[config.mk]
export PLATFORM = sky130hd
export DESIGN_NAME = pong_game_sequencer
export DESIGN_NICKNAME = d
export VERILOG_FILES = /design/src/rtl/pong_game_sequencer.sv
export SDC_FILE = /design/constraint.sdc
export NUM_CORES = 1
export LEC_CHECK = 0
export CORE_UTILIZATION = 44
export CTS_CLUSTER_DIAMETER = 60
export DETAILED_ROUTE_END_ITERATION = 10
export GPL_ROUTABILITY_DRIVEN = 0
export PLACE_DENSITY = 0.7
export SYNTH_ARGS = -nofsm -noshare
export SYNTH_HDL_FRONTEND = slang
export SYNTH_SLANG_ARGS = --single-unit
[constraint.sdc]
create_clock -name clk -period 2.61 [get_ports clk]
set_clock_uncertainty 0.15 [all_clocks]
set_input_delay 0.3915 -clock clk [delete_from_list [all_inputs] [get_ports clk]]
set_output_delay 0.3915 -clock clk [all_outputs]
set_load 0.005 [all_outputs]
[src/rtl/pong_game_sequencer.sv]
// Pong game-flow controller: IDLE/SERVE/PLAY/OVER sequencing, ball stepping on the
// cell grid, paddle hit detection, scoring and the ball pixel-enable for the VGA scan.
module pong_game_sequencer #(
  parameter int SCREEN_WIDTH  = 40,
  parameter int SCREEN_HEIGHT = 30,
  parameter int PADDLE_HEIGHT = 6,
  parameter int BALL_DELAY    = 2500000,
  parameter int SERVE_DELAY   = 50000000,
  parameter int WIN_SCORE     = 7
) (
  input  logic       clk,
  input  logic       reset,
  input  logic       start,
  input  logic [5:0] left_height,
  input  logic [5:0] right_height,
  input  logic [9:0] hori_cnt,
  input  logic [9:0] vert_cnt,
  output logic       play_en,
  output logic       ball_on,
  output logic [5:0] ball_x,
  output logic [5:0] ball_y,
  output logic [3:0] score_l,
  output logic [3:0] score_r,
  output logic [1:0] winner,
  output logic [1:0] state
);

  typedef enum logic [1:0] {
    IDLE  = 2'd0,
    SERVE = 2'd1,
    PLAY  = 2'd2,
    OVER  = 2'd3
  } state_t;

  localparam int SERVE_W = (SERVE_DELAY > 1) ? $clog2(SERVE_DELAY) : 1;
  localparam int STEP_W  = (BALL_DELAY > 1) ? $clog2(BALL_DELAY) : 1;

  localparam logic [SERVE_W-1:0] SERVE_LAST = SERVE_W'(SERVE_DELAY - 1);
  localparam logic [STEP_W-1:0]  STEP_LAST  = STEP_W'(BALL_DELAY - 1);
  localparam logic [5:0] X_MID        = 6'(SCREEN_WIDTH / 2);
  localparam logic [5:0] Y_MID        = 6'(SCREEN_HEIGHT / 2);
  localparam logic [5:0] X_LEFT_EDGE  = 6'd1;
  localparam logic [5:0] X_LEFT_OUT   = 6'd2;
  localparam logic [5:0] X_RIGHT_EDGE = 6'(SCREEN_WIDTH - 2);
  localparam logic [5:0] X_RIGHT_OUT  = 6'(SCREEN_WIDTH - 3);
  localparam logic [5:0] Y_LAST       = 6'(SCREEN_HEIGHT - 1);
  localparam logic [3:0] WIN          = 4'(WIN_SCORE);

  state_t               state_q, state_d;
  logic                 start_q;
  logic [SERVE_W-1:0]   serve_cnt;
  logic [STEP_W-1:0]    step_cnt;
  logic                 dir_x;   // 1 = moving right
  logic                 dir_y;   // 1 = moving down

  // Paddle range is compared at 7 bits so a paddle near row 63 never wraps onto row 0.
  function automatic logic paddle_hit(input logic [5:0] h, input logic [5:0] y);
    logic [6:0] top;
    logic [6:0] bot;
    top = {1'b0, h};
    bot = top + 7'(PADDLE_HEIGHT);
    return ({1'b0, y} >= top) && ({1'b0, y} <= bot);
  endfunction

  logic       start_pulse;
  logic       tick;
  logic       at_left, at_right;
  logic       hit_l, hit_r, miss_l, miss_r;
  logic [3:0] score_l_inc, score_r_inc;
  logic       point_over, game_won;

  assign start_pulse = start & ~start_q;
  assign tick        = (state_q == PLAY) && (step_cnt == STEP_LAST);
  assign at_left     = !dir_x && (ball_x == X_LEFT_EDGE);
  assign at_right    = dir_x && (ball_x == X_RIGHT_EDGE);
  assign hit_l       = at_left && paddle_hit(left_height, ball_y);
  assign hit_r       = at_right && paddle_hit(right_height, ball_y);
  assign miss_l      = at_left && !hit_l;
  assign miss_r      = at_right && !hit_r;
  assign score_l_inc = score_l + 4'd1;
  assign score_r_inc = score_r + 4'd1;
  assign point_over  = tick && (miss_l || miss_r);
  assign game_won    = (miss_l && (score_r_inc == WIN)) || (miss_r && (score_l_inc == WIN));
  assign state       = state_q;

  always_ff @(posedge clk) begin
    if (reset) state_q <= IDLE;
    else       state_q <= state_d;
  end

  always_comb begin
    state_d = state_q;
    case (state_q)
      IDLE:    if (start_pulse) state_d = SERVE;
      SERVE:   if (serve_cnt == SERVE_LAST) state_d = PLAY;
      PLAY:    if (point_over) state_d = game_won ? OVER : SERVE;
      OVER:    if (start_pulse) state_d = SERVE;
      default: state_d = IDLE;
    endcase
  end

  always_comb begin
    play_en = (state_q == SERVE) || (state_q == PLAY);
    ball_on = play_en && (hori_cnt == {4'b0, ball_x}) && (vert_cnt == {4'b0, ball_y});
  end

  always_ff @(posedge clk) begin
    if (reset) begin
      start_q   <= 1'b0;
      serve_cnt <= '0;
      step_cnt  <= '0;
      ball_x    <= X_MID;
      ball_y    <= Y_MID;
      dir_x     <= 1'b1;
      dir_y     <= 1'b1;
      score_l   <= 4'd0;
      score_r   <= 4'd0;
      winner    <= 2'd0;
    end else begin
      start_q   <= start;
      serve_cnt <= (state_q == SERVE && serve_cnt != SERVE_LAST) ? serve_cnt + 1'b1 : '0;
      step_cnt  <= (state_q == PLAY && !tick) ? step_cnt + 1'b1 : '0;

      if (point_over) begin
        // Re-serve from centre toward the player who just missed; vertical direction is kept.
        ball_x <= X_MID;
        ball_y <= Y_MID;
        dir_x  <= miss_r;
        if (miss_l) begin
          score_r <= score_r_inc;
          if (score_r_inc == WIN) winner <= 2'd2;
        end else begin
          score_l <= score_l_inc;
          if (score_l_inc == WIN) winner <= 2'd1;
        end
      end else if (tick) begin
        if (dir_y && ball_y == Y_LAST) begin
          dir_y  <= 1'b0;
          ball_y <= ball_y - 6'd1;
        end else if (!dir_y && ball_y == 6'd0) begin
          dir_y  <= 1'b1;
          ball_y <= ball_y + 6'd1;
        end else begin
          ball_y <= dir_y ? ball_y + 6'd1 : ball_y - 6'd1;
        end

        if (hit_l) begin
          dir_x  <= 1'b1;
          ball_x <= X_LEFT_OUT;
        end else if (hit_r) begin
          dir_x  <= 1'b0;
          ball_x <= X_RIGHT_OUT;
        end else begin
          ball_x <= dir_x ? ball_x + 6'd1 : ball_x - 6'd1;
        end
      end

      if (state_q == OVER && start_pulse) begin
        score_l <= 4'd0;
        score_r <= 4'd0;
        winner  <= 2'd0;
        ball_x  <= X_MID;
        ball_y  <= Y_MID;
        dir_x   <= 1'b1;
      end
    end
  end

endmodule
==> impl_metrics.csv <==
group,metric,value,unit
worst_setup_path,critical_path.top_delay_family,"compound AO/OA/AOI/OAI gates",
worst_setup_path,worstPathRequired,2.70,ns
route,wl_met2,5.22,mm
synth,synthTopCellsByArea,"dfxtp_1 (34%), ha_1 (11%), xnor2_1 (9.4%), nor2_1 (7.6%), xor2_1 (5.3%)",
route,drt-initial-drc-count,122,
route,viasPerCell,5.21,
worst_setup_path,end_kind,"flip-flop",
finish,ff_latch_area,1500,sq um
power,combPwrFrac,0.217,
clock_tree,clk_path_buf_depth,2,
global_routing,antenna_found_initial,0,
synth,synth_top_family_by_area,"simple AND/OR/NAND/NOR gates",
job,drv_cap,0,
worst_setup_path,cp_num_buf_inv,3,
global_routing,grt_max_degree,27,
clock_tree,htree_levels,3,
synth,ys.flop_type,"dfxtp_1",
worst_hold_path,worstHoldPathType,"reg -> reg",
timing,finalCritPeriodShare,0.979,
worst_setup_path,cp_slowest_stage_delay,0.31,ns
finish,final_common_cell,"nor2_1",
power,swShare,0.271,
finish,antenna-diode-count,0,
timing,tns,0,ns
timing,slew_headroom,0.626,
power,power_frac_seq,0.439,
route,final_antenna_net_count,0,
route,wire_per_inst,13.2,um
synth,syn_avg_cell_area,8.29,sq um
synth,syn_area,4470,sq um
timing,fin_crit,2.56,ns
worst_setup_path,path_max_fanout,4,
floorplan,die_h,103,um
synth,synth_xor_area_frac,0.147,
clock_tree,cts-root-buf,"clkbuf_8",
finish,fill_cells,906,
synth,synth_top_area_cell,"dfxtp_1",
synth,async_flop_share,0,
route,drcViolationCount,0,
synth,synth_cells,540,
worst_setup_path,path_cells,"clkdlybuf4s15_1, inv_2, ha_4, buf_4, xor2_1, ha_1, nand3_2, a21o_1, a21oi_4, o21a_1, nor2_4, a21oi_2, mux2_4",
synth,synth-seq-cells,75,
floorplan,start_util,0.456,
clock_tree,hold_buffers,0,
global_routing,grt_usage,0.202,
status,status,"finished clean",
route,drt-total-wl,10.3,mm
worst_setup_path,slowest_stage,"mux2_4",
route,firstDrtPassIters,4,
clock_tree,cts_tree,"done",
power,leakage,0.00223,uW
synth,synth-edff-count,0,
synth,ys_seq_area_frac,0.336,
timing,max_freq,0.391,GHz
synth,yosysWarningCount,0,
worst_setup_path,crit_arrival,2.64,ns
finish,multi_input_area,3020,sq um
finish,finish.net_count,717,
floorplan,io_pins,61,
synth,synth_mux_area_frac,0.00475,
power,powerDensity,453,nW/um^2
power,ir_worst_vdd,0.000300,V
synth,synth_fa_ha_area_frac,0.112,
floorplan,coreArea,9820,sq um
timing,hold_violations,0,
power,intPower,1960,uW
floorplan,dieWidth,103,um
synth,ys_types,57,
timing,worst_pin_slew,0.562,ns
clock_tree,insertion_delay,0.35,ns
global_routing,grt_pass1_vias,3896,
timing,drv_slew,0,
finish,syn2layout_area_growth,32.7,%
power,clkPwrFrac,0.344,
timing,setup-violations-final,0,
worst_setup_path,worst_setup_path_start_kind,"input port",
timing,whs,0.309,ns
placement,port_buffers,60,
placement,post-dp-hpwl,7.92,mm
floorplan,dieArea,10600,sq um
synth,synth-compound-area-share,0.107,
route,num_vias,4062,
synth,synth_nets,615,
clock_tree,clk_pin_slew_worst_paths,0.08,ns
clock_tree,cts_buffers,9,
global_routing,overflow,0,
timing,setup_ws,0.0541,ns
floorplan,rows,36,
placement,dp_slack,-0.719,ns
clock_tree,cts_num_sinks,75,
power,finalPower,2690,uW
power,switchingPower,730,uW
global_routing,grt_pass1_wl,16.9,mm
synth,synthSimpleGateAreaFrac,0.256,
synth,synth_top_area_frac,0.336,
route,met1_length,4.53,mm
route,dr_wl_met3,469,um
worst_setup_path,critPathKind,"in -> reg",
route,highest-signal-layer,"met4",
finish,final_cell_mix,"nor2_1 (89), dfxtp_1 (73), clkdlybuf4s50_1 (51)",
finish,drive_gt1_frac,0.165,
[cells in the mapped netlist (all sizes together) (3+ instances only)]
cell    instances
nor2           90
dfxtp          75
xnor2          48
nand2          42
ha             40
inv            28
nand3          27
xor2           27
a21oi          25
nand4          14
o21ai          14
nor3           12
and3           11
clkbuf          8
or3             6
a211oi          5
a21o            5
buf             5
nor4b           5
nor4            4
o21a            4
a31oi           3
a41oi           3
nor3b           3
o211ai          3
o31ai           3
or2             3
or4             3
[worst register-to-register path: stages (launching register included)]
cell     delay, ns
dfxtp_2       0.36
ha_1          0.30
or3b_4        0.39
a21o_1        0.19
a21oi_4       0.19
o21a_1        0.20
nor2_4        0.08
a21oi_2       0.17
mux2_4        0.31
[final cells by class]
class,count,area share
clock buffers,11,0.0255
clock inverters,5,0.0101
inverters,28,0.0177
multi-input cells,424,0.509
flip-flops and latches,75,0.253
well taps,133,0.0280
repair buffers,104,0.156
[kinds of logic after synthesis]
family	Yosys count
muxes	2
AOI/OAI and AO/OA	74
buffers and inverters	41
xor gates and xnor gates	75
DFF	75
adders and majority gates	40
and+or+nand+nor	233
[repair_timing]
action,in CTS,in global routing
pin swaps,12,17
buffers inserted,2,0
setup endpoints to repair,27,24
cloned,0,0
gates resized for setup,27,18
[power by group through the flow]
stage	clock, uW	combinational [uW]	sequential [uW]
floorplan	0	273	1210
global placement	0	514	1210
detailed placement	0	526	1210
CTS	948	576	1180
global route	1000	643	1180
finish	926	585	1180
[worst paths after layout]
kind,start,to,slack (ns),cells after the start
worst max-delay path,right_height[1],state[0],0.05,13
worst min-delay path,serve_cnt[0],serve_cnt[0],0.31,1
worst max register to register,ball_y[1],state[0],0.15,8
worst min register to register,serve_cnt[0],serve_cnt[0],0.31,1
[stage by stage]
step           cells  cell area (sq um)   util
5_1_grt          780               5940  0.605
3_3_place_gp     762               5590  0.569
6_report         780               5940  0.605
4_1_cts          780               5900  0.601
3_5_place_dp     762               5590  0.569
2_1_floorplan    540               4560      -
[state kept, by name (all words and copies together), names as in the netlist]
register	count
ball_x	6
ball_y	6
dir_x	1
dir_y	1
score_l	4
score_r	4
serve_cnt	26
start_q	1
state	2
step_cnt	22
winner	2
[layer usage]
metal / up-vias / GRT usage
li1: 2063 / -
met4: 0 / 0.0574
met5: - / 0
met2: 73 / 0.374
met1: 1919 / 0.232
met3: 7 / 0.0434
(Power assumes the default switching activity.)
